<file path="config.mk">
export PLATFORM = sky130hd
export DESIGN_NAME = vote_sequencer_flat
export DESIGN_NICKNAME = d
export VERILOG_FILES = /design/src/rtl/vote_sequencer_if.sv /design/src/rtl/vote_sequencer.sv /design/src/flat_wrapper.sv
export SDC_FILE = /design/constraint.sdc
export NUM_CORES = 1
export LEC_CHECK = 0
export CAP_MARGIN = 20
export CORE_MARGIN = 1.5
export CORE_UTILIZATION = 60
export CTS_CLUSTER_DIAMETER = 30
export CTS_CLUSTER_SIZE = 12
export DETAILED_ROUTE_END_ITERATION = 12
export PLACE_DENSITY = 0.8
export SLEW_MARGIN = 20
export SYNTH_ARGS = -nofsm -noshare
export SYNTH_HDL_FRONTEND = slang
export SYNTH_SLANG_ARGS = --single-unit
</file>
<file path="constraint.sdc">
create_clock -name clock -period 3.5 [get_ports clock]
set_clock_uncertainty 0.15 [all_clocks]
set_input_delay 0.525 -clock clock [delete_from_list [all_inputs] [get_ports clock]]
set_output_delay 0.525 -clock clock [all_outputs]
set_load 0.005 [all_outputs]
</file>
<file path="src/rtl/vote_sequencer_if.sv">
// Keypad, tally-readout and display bundle of the ballot-box session controller.
// master = keypad/readout side, slave = vote_sequencer.
interface vote_sequencer_if #(
    parameter int CNT_W = 8
);
    logic             key_valid;
    logic [3:0]       key_code;
    logic             close_poll;
    logic [6:0]       rd_idx;
    logic [CNT_W-1:0] rd_data;
    logic [3:0]       disp_d1;
    logic [3:0]       disp_d0;
    logic [2:0]       state_o;
    logic             vote_done;
    logic             closed;

    modport master (
        output key_valid, key_code, close_poll, rd_idx,
        input  rd_data, disp_d1, disp_d0, state_o, vote_done, closed
    );

    modport slave (
        input  key_valid, key_code, close_poll, rd_idx,
        output rd_data, disp_d1, disp_d0, state_o, vote_done, closed
    );
endinterface

</file>
<file path="src/rtl/vote_sequencer.sv">
// Ballot-box session FSM: digit entry, confirm, 1-cycle commit, acknowledge hold; owns saturating tallies.
// Key to new state/display: 1 cycle; rd_data: 1 cycle; no backpressure, ignored keys are dropped.
module vote_sequencer #(
    parameter int NUM_CAND = 4,
    parameter int CNT_W    = 8,
    parameter int SHOW_CYC = 50000000,
    parameter int TIMEOUT  = 500000000
) (
    input  logic             clock,
    input  logic             reset,
    vote_sequencer_if.slave  bus
);
    localparam int NCNT   = NUM_CAND + 2;
    localparam int SHOW_W = $clog2(SHOW_CYC + 1);
    localparam int TMO_W  = $clog2(TIMEOUT + 1);

    localparam logic [3:0] K_CONFIRMA = 4'd10;
    localparam logic [3:0] K_CORRIGE  = 4'd11;
    localparam logic [3:0] K_BRANCO   = 4'd12;

    typedef enum logic [2:0] {
        S_IDLE    = 3'd0,
        S_DIGIT2  = 3'd1,
        S_CONFIRM = 3'd2,
        S_COMMIT  = 3'd3,
        S_SHOW    = 3'd4,
        S_CLOSED  = 3'd5
    } state_t;

    state_t           r_state;
    logic [3:0]       r_d1;
    logic [3:0]       r_d0;
    logic             r_blank;
    logic [SHOW_W-1:0] r_show_cnt;
    logic [TMO_W-1:0] r_tmo_cnt;
    logic [CNT_W-1:0] r_cnt [NCNT];
    logic [CNT_W-1:0] r_rd_data;
    logic             r_vote_done;

    state_t           w_state_nxt;
    logic             w_is_digit;
    logic             w_timeout;
    logic             w_clear;
    logic             w_latch_d1;
    logic             w_latch_d0;
    logic             w_set_blank;
    logic [6:0]       w_code;
    logic             w_code_ok;
    logic [NCNT-1:0]  w_inc;
    logic [CNT_W-1:0] w_rd_mux;
    logic [3:0]       w_disp_d1;
    logic [3:0]       w_disp_d0;

    assign w_is_digit = (bus.key_code <= 4'd9);
    // Any key, accepted or not, counts as activity and holds off the timeout.
    assign w_timeout  = !bus.key_valid && (r_tmo_cnt == TMO_W'(TIMEOUT - 1));
    assign w_code     = 7'(r_d1) * 7'd10 + 7'(r_d0);
    assign w_code_ok  = (w_code >= 7'd10) && (w_code <= 7'(9 + NUM_CAND));

    always_ff @(posedge clock) begin
        if (reset) r_state <= S_IDLE;
        else       r_state <= w_state_nxt;
    end

    always_comb begin
        w_state_nxt = r_state;
        w_clear     = 1'b0;
        w_latch_d1  = 1'b0;
        w_latch_d0  = 1'b0;
        w_set_blank = 1'b0;
        case (r_state)
            S_IDLE: begin
                if (bus.key_valid && w_is_digit) begin
                    w_latch_d1  = 1'b1;
                    w_state_nxt = S_DIGIT2;
                end else if (bus.key_valid && bus.key_code == K_BRANCO) begin
                    w_set_blank = 1'b1;
                    w_state_nxt = S_CONFIRM;
                end else if (!bus.key_valid && bus.close_poll) begin
                    w_state_nxt = S_CLOSED;
                end
            end
            S_DIGIT2: begin
                if (bus.key_valid && w_is_digit) begin
                    w_latch_d0  = 1'b1;
                    w_state_nxt = S_CONFIRM;
                end else if ((bus.key_valid && bus.key_code == K_CORRIGE) || w_timeout) begin
                    w_clear     = 1'b1;
                    w_state_nxt = S_IDLE;
                end
            end
            S_CONFIRM: begin
                if (bus.key_valid && bus.key_code == K_CONFIRMA) begin
                    w_state_nxt = S_COMMIT;
                end else if ((bus.key_valid && bus.key_code == K_CORRIGE) || w_timeout) begin
                    w_clear     = 1'b1;
                    w_state_nxt = S_IDLE;
                end
            end
            S_COMMIT: w_state_nxt = S_SHOW;
            S_SHOW: begin
                if (r_show_cnt == SHOW_W'(SHOW_CYC - 1)) begin
                    w_clear     = 1'b1;
                    w_state_nxt = S_IDLE;
                end
            end
            S_CLOSED: w_state_nxt = S_CLOSED;
            default:  w_state_nxt = S_IDLE;
        endcase
    end

    always_ff @(posedge clock) begin
        if (reset) begin
            r_d1    <= 4'd0;
            r_d0    <= 4'd0;
            r_blank <= 1'b0;
        end else if (w_clear) begin
            r_d1    <= 4'd0;
            r_d0    <= 4'd0;
            r_blank <= 1'b0;
        end else begin
            if (w_latch_d1)  r_d1    <= bus.key_code;
            if (w_latch_d0)  r_d0    <= bus.key_code;
            if (w_set_blank) r_blank <= 1'b1;
        end
    end

    always_ff @(posedge clock) begin
        if (reset) begin
            r_show_cnt <= '0;
            r_tmo_cnt  <= '0;
        end else begin
            r_show_cnt <= (r_state == S_SHOW) ? r_show_cnt + 1'b1 : '0;
            if ((r_state == S_DIGIT2 || r_state == S_CONFIRM) && !bus.key_valid)
                r_tmo_cnt <= r_tmo_cnt + 1'b1;
            else
                r_tmo_cnt <= '0;
        end
    end

    // Top slot is blank, the one below it null; everything else maps code-10.
    always_comb begin
        w_inc = '0;
        if (r_state == S_COMMIT) begin
            if (r_blank) begin
                w_inc[NCNT-1] = 1'b1;
            end else if (w_code_ok) begin
                for (int i = 0; i < NUM_CAND; i++)
                    if (w_code == 7'(10 + i)) w_inc[i] = 1'b1;
            end else begin
                w_inc[NUM_CAND] = 1'b1;
            end
        end
    end

    always_ff @(posedge clock) begin
        if (reset) begin
            for (int i = 0; i < NCNT; i++) r_cnt[i] <= '0;
        end else begin
            for (int i = 0; i < NCNT; i++)
                if (w_inc[i] && r_cnt[i] != {CNT_W{1'b1}}) r_cnt[i] <= r_cnt[i] + 1'b1;
        end
    end

    always_comb begin
        w_rd_mux = '0;
        for (int i = 0; i < NCNT; i++)
            if (bus.rd_idx == 7'(i)) w_rd_mux = r_cnt[i];
    end

    always_ff @(posedge clock) begin
        if (reset) begin
            r_rd_data   <= '0;
            r_vote_done <= 1'b0;
        end else begin
            r_rd_data   <= w_rd_mux;
            r_vote_done <= (r_state == S_COMMIT);
        end
    end

    always_comb begin
        w_disp_d1 = 4'hF;
        w_disp_d0 = 4'hF;
        case (r_state)
            S_DIGIT2: w_disp_d1 = r_d1;
            S_CONFIRM, S_COMMIT: begin
                if (!r_blank) begin
                    w_disp_d1 = r_d1;
                    w_disp_d0 = r_d0;
                end
            end
            S_SHOW: begin
                w_disp_d1 = 4'hA;
                w_disp_d0 = 4'hA;
            end
            default: ;
        endcase
    end

    assign bus.rd_data   = r_rd_data;
    assign bus.disp_d1   = w_disp_d1;
    assign bus.disp_d0   = w_disp_d0;
    assign bus.state_o   = r_state;
    assign bus.vote_done = r_vote_done;
    assign bus.closed    = (r_state == S_CLOSED);
endmodule

</file>
<file path="src/flat_wrapper.sv">
// flat-port wrapper written by rule: the top's interface ports become plain ports
module vote_sequencer_flat 
#(
    parameter int NUM_CAND = 4,
    parameter int CNT_W    = 8,
    parameter int SHOW_CYC = 50000000,
    parameter int TIMEOUT  = 500000000
)
  (clock, reset, bus_key_valid, bus_key_code, bus_close_poll, bus_rd_idx, bus_rd_data, bus_disp_d1, bus_disp_d0, bus_state_o, bus_vote_done, bus_closed);
  vote_sequencer_if #(.CNT_W(CNT_W)) bus_i ();
  input  logic clock;
  input  logic reset;
  input wire logic [$bits(bus_i.key_valid)-1:0] bus_key_valid;
  input wire logic [$bits(bus_i.key_code)-1:0] bus_key_code;
  input wire logic [$bits(bus_i.close_poll)-1:0] bus_close_poll;
  input wire logic [$bits(bus_i.rd_idx)-1:0] bus_rd_idx;
  output wire logic [$bits(bus_i.rd_data)-1:0] bus_rd_data;
  output wire logic [$bits(bus_i.disp_d1)-1:0] bus_disp_d1;
  output wire logic [$bits(bus_i.disp_d0)-1:0] bus_disp_d0;
  output wire logic [$bits(bus_i.state_o)-1:0] bus_state_o;
  output wire logic [$bits(bus_i.vote_done)-1:0] bus_vote_done;
  output wire logic [$bits(bus_i.closed)-1:0] bus_closed;
  assign bus_i.key_valid = bus_key_valid;
  assign bus_i.key_code = bus_key_code;
  assign bus_i.close_poll = bus_close_poll;
  assign bus_i.rd_idx = bus_rd_idx;
  assign bus_rd_data = bus_i.rd_data;
  assign bus_disp_d1 = bus_i.disp_d1;
  assign bus_disp_d0 = bus_i.disp_d0;
  assign bus_state_o = bus_i.state_o;
  assign bus_vote_done = bus_i.vote_done;
  assign bus_closed = bus_i.closed;
  vote_sequencer #(.NUM_CAND(NUM_CAND), .CNT_W(CNT_W), .SHOW_CYC(SHOW_CYC), .TIMEOUT(TIMEOUT)) u_core (.clock(clock), .reset(reset), .bus(bus_i));
endmodule
</file>
Yosys cells after proc, flatten, opt, wreduce, memory -nomap -nowiden
Memory sizes are Yosys's and may differ from the RTL's.
Cells that the tools add are included.
- register bits: 76
- word-level logic and storage cells: 145
- memories kept: 1
- RAM bits: 48
- memories (memory ; depth ; bits a word ; rd ports ; clocked after Yosys merged registers in ; write ports ; line ; RTL):
    u_core.r_cnt ; 6 ; 8 ; 6 ; 0 ; 6 ; vote_sequencer.sv:36 ; logic [CNT_W-1:0] r_cnt [NCNT];
- $lt $le $gt $ge: 3
- multipliers: 1
- muxes and demuxes: 64
- add/sub/neg operators: 9
- reductions and logical operators: 24
- equality and inequality tests: 27
- bitwise logic cells: 8
- operators with widths (operator ; number):
    $mux 8 ; 12
    $add 8x1->8 const B ; 6
    $ne 8x8->1 const B ; 6
    $mux 1 ; 36
    $add 29x1->29 const B ; 1
    $eq 29x29->1 const B ; 1
    $eq 7x4->1 const B ; 4
    $add 26x1->26 const B ; 1
    $eq 26x26->1 const B ; 1
    $mux 3 ; 7
    $pmux 3 s6 ; 1
    $eq 7x2->1 const B ; 2
    $eq 7x3->1 const B ; 2
    $logic_and 1x1->1 ; 14
    $eq 4x4->1 const B ; 3
    $mux 4 ; 3
    $pmux 4 s3 ; 1
    $pmux 4 s2 ; 1
    $reduce_or 2->1 ; 4
    $add 7x4->7 ; 1
    $eq 7x1->1 const B ; 1
    $ge 7x4->1 const B ; 1
    $le 7x4->1 const B ; 1
    $logic_not 7->1 ; 1
    other kinds (16) ; 25

Logic depth before layout (Yosys ltp)
- depth after elaboration: 12
- gate-level depth with buffers: 9
- mapped depth without buffers: 9

Least setup slack after synthesis
No wires, ideal clock.
- path kind: register to register
- from: register u_core.r_d1[1]
- to: memory u_core.r_cnt[1][2] (netlist: u_core.r_cnt[0][10]) (enable)
- data arrival time: 2.689 ns
- library setup time: 0.384 ns
- path buffers: 0
- cell stages (with the launch flop): 10
- slack: 0.277 ns
- data required time: 2.966 ns
- cell sequence: dfxtp_1 ha_1 ha_1 inv_1 fa_1 inv_1 nor4_1 o211a_1 o21ai_0 o21ai_0
- RTL lines (what ; line ; RTL):
    start: declaration ; vote_sequencer.sv:31 ; logic [3:0] r_d1;
    start signal: assignment ; vote_sequencer.sv:122 ; if (w_latch_d1) r_d1 <= bus.key_code;
    end: declaration ; vote_sequencer.sv:36 ;

==> Flow_metrics.wiki <==
{| class="wikitable"
! Metric !! Value
|-
| Clk buf depth || 2
|-
| Slew Limit Headroom || 28.6%
|-
| Ratio of total power to cell area || 453 nW/um2
|-
| P_sw || 0.835 mW
|-
| Maximum VDD drop || 0.272 mV
|-
| Period utilisation layout || 91.5%
|-
| Total overflow reported by the global router || 0
|-
| Standby leakage power || 2.61 nW
|-
| Count of different cell masters after synthesis || 64
|-
| Cell with the most instances after synthesis || nor2_1
|-
| Post-synth top cells || 125 x nor2_1, 76 x dfxtp_1, 49 x xnor2_1, 48 x edfxtp_1, 38 x nand3_1
|-
| Internal Dissipation || 2.61 mW
|-
| Num CTS Buffers || 17
|-
| RSZ-0062 raised after global routing || no
|-
| Via count of the first global-routing pass || 5,214
|-
| Share of post-route cells with drive strength above 1 || 7.58%
|-
| Type of element capturing the critical path || register
|-
| Total count of max-transition violations in the final report || 0
|-
| Number of iterations in the first detailed-routing pass || 5
|-
| Later-pin clock latency in the skew report || 0.53 ns
|-
| Number of instances in the synthesized netlist || 699
|-
| Number of antenna violations at the first check in global routing || 0
|-
| Number of hold-slack violations in the final timing report || 0
|-
| CTS sink cnt || 124
|-
| Count of hold buffers inserted by post-cts repair || 0
|-
| Average wire per standard cell || 16.6 um
|-
| Fraction of power spent switching nets || 24.2%
|-
| Layout overhead on the synthesized area || 15.5%
|-
| Share of Yosys cell area claimed by the top area cell type || 23.1%
|-
| Highest Clock Rate || 312 MHz
|-
| Routed WL || 14,800 um
|-
| Worst Hold Class || register to register
|-
| Detailed-route via count || 5,395
|-
| Clk root buf || clkbuf_8
|-
| Synthesis Warnings || 0
|-
| Combined global-route utilization of all metal layers || 27.3%
|-
| Pin count of the biggest net entering global routing || 30
|-
| Number of max-cap violations || 0
|-
| Number of synthesized register bits || 124
|-
| Run status || completed
|-
| Clock power frac || 43.2%
|-
| Seq/Total Area, Yosys || 45.0%
|-
| Standard-cell row count || 38
|-
| Detail-routed via count per cell || 6.05
|-
| Netlist area before placement || 6590 um2
|-
| Most used DFF post-synth || dfxtp_1
|-
| Combinational share of power || 10.5%
|-
| Number of design-rule violations left by the first detailed-router iteration || 371
|-
| Relative contribution of sequential cells to total power || 46.3%
|-
| Setup TNS || 0 ns
|-
| Starting density of the core || 61.0%
|-
| Data arrival time of the critical path || 3.29 ns
|-
| DRC violation count after routing || 0
|-
| Synthesized net count || 730
|-
| Worst-path fanout max || 8
|-
| Final setup vio count || 0
|-
| I/O pin total || 36
|-
| Top cells by area in the synthesized netlist || dfxtp_1 23%, edfxtp_1 22%, nor2_1 7.1%
|-
| Minimum period implied by the final worst setup slack || 3.20 ns
|-
| Kind of start point of the critical path || register
|-
| Final GP Congestion || 0.902
|-
| Mean cell area of the mapped netlist || 9.42 um2
|-
| Die area || 11,600 um2
|-
| Number of levels the H-tree was split into || 4
|-
| Transition time at the pin with the least slew margin || 1.06 ns
|-
| Worst-path clk slew || 0.06 ns
|-
| Number of nets in the finished design || 771
|-
| Die Y-Extent || 108 um
|-
| WP data required || 3.59 ns
|-
| Count of nets left with antenna violations after detail routing || 0
|-
| Setup Slack @ Placement || 0.359 ns
|-
| Worst Slack Setup Final || 0.298 ns
|-
| Port bufs || 35
|-
| Area of the placeable core || 10,800 um2
|-
| Detailed-placement wirelength estimate || 10,300 um
|-
| Number of enable flip-flop cells after synthesis || 48
|-
| Clock tree from TritonCTS || done
|-
| Async set-reset flop share out of synthesis || 0%
|-
| Wire length of the first global-routing pass || 24,900 um
|-
| Die boundary width || 108 um
|-
| Antenna fix cells || 0
|-
| Most area-hungry cell type in the Yosys netlist || dfxtp_1
|-
| Critical Setup Path Class || register to register
|}
-- worst max-delay path, stage by stage (launching register included) --
cell,delay (ns)
dfxtp_1,0.37
ha_1,0.31
ha_1,0.14
inv_1,0.05
fa_1,0.44
xnor2_2,0.21
nor4_2,0.29
o211a_1,0.28
o21ai_0,0.18
o21ai_0,0.27
buf_4,0.21
-- final timing paths --
check | endpoint | slack (ns) | startpoint | cells past startpoint
setup / recovery | u_core.r_cnt[0][26] | 0.30 | u_core.r_d1[3] | 10
hold / removal | u_core.r_show_cnt[0] | 0.30 | u_core.r_show_cnt[0] | 1
setup reg to reg | u_core.r_cnt[0][26] | 0.30 | u_core.r_d1[3] | 10
hold reg to reg | u_core.r_show_cnt[0] | 0.30 | u_core.r_show_cnt[0] | 1
-- cell type report --
cell class / instances / area [um2]
multi-input combinational: 527 / 3460
fill: 804 / 3190
sequential: 124 / 2960
clock buffer: 28 / 475
timing repair buffer: 44 / 418
tap: 140 / 175
inverter: 26 / 97.6
clock inverter: 3 / 15.0
-- kinds of logic after synthesis --
group	Yosys count	share of synthesized area, %
AO/OA/AOI/OAI	70	7.16
AND/OR/NAND/NOR	331	25.9
multiplexers	24	4.29
buffers and inverters	48	2.96
XOR/XNOR	86	11.4
adder cells (fa/ha/maj)	16	3.27
flip-flops	124	45.0
-- layout by cell type, fill, tap and decap left out, types with 9 or more instances in the layout --
master           count
nor2_1             125
dfxtp_1             76
xnor2_1             48
edfxtp_1            48
nand3_1             38
xor2_1              37
clkdlybuf4s50_1     35
nand2_1             34
nor3_1              30
inv_1               26
and3_1              19
nand4_1             17
mux2i_1             17
o21ai_0             16
clkbuf_16           16
ha_1                14
a21oi_1             12
nor4_1              10
clkbuf_1             9
buf_4                9
-- state kept, by name (all words and copies together), names as in the netlist --
signal,flops
u_core.bus.vote_done,1
u_core.r_cnt,48
u_core.bus.state_o,3
u_core.r_blank,1
u_core.r_d0,4
u_core.r_show_cnt,26
u_core.bus.rd_data,8
u_core.r_d1,4
u_core.r_tmo_cnt,29
-- power groups by stage --
stage | combinational, mW | clock [mW] | sequential [mW]
after detailed placement | 0.346 | 0 | 1.62
after CTS | 0.351 | 1.49 | 1.59
after floorplan | 0.228 | 0 | 1.59
final | 0.363 | 1.49 | 1.59
after global placement | 0.339 | 0 | 1.62
after global routing | 0.397 | 1.56 | 1.60
-- per-stage QoR --
step | utilization, % | instances | area, um2 | hold slack (ns) | power, mW
after floorplan | - | 699 | 6590 | 0.263 | 1.82
after global placement | 65.6 | 861 | 7080 | 0.271 | 1.96
after detailed placement | 65.6 | 861 | 7080 | 0.301 | 1.97
after CTS | 70.2 | 892 | 7570 | 0.309 | 3.43
after global routing | 70.5 | 892 | 7600 | 0.331 | 3.56
final | 70.5 | 892 | 7600 | 0.303 | 3.45
-- metal layers --
layer  global-route usage, %  vias to the layer above  part of all wire, %
li1                        -                     2585                    -
met1                    36.1                     2590                   43
met2                    43.8                      190                   49
met3                    6.72                       30                  6.1
met4                    9.12                        0                  1.8
met5                       0                        -                    0
-- repair_timing --
item                                   CTS  global route
endpoints found under the hold margin    0             0
gates resized for setup                  0             3
buffers inserted                         0             0
setup endpoints to repair                0             8
Note: power is estimated with default switching activity, not from simulation.
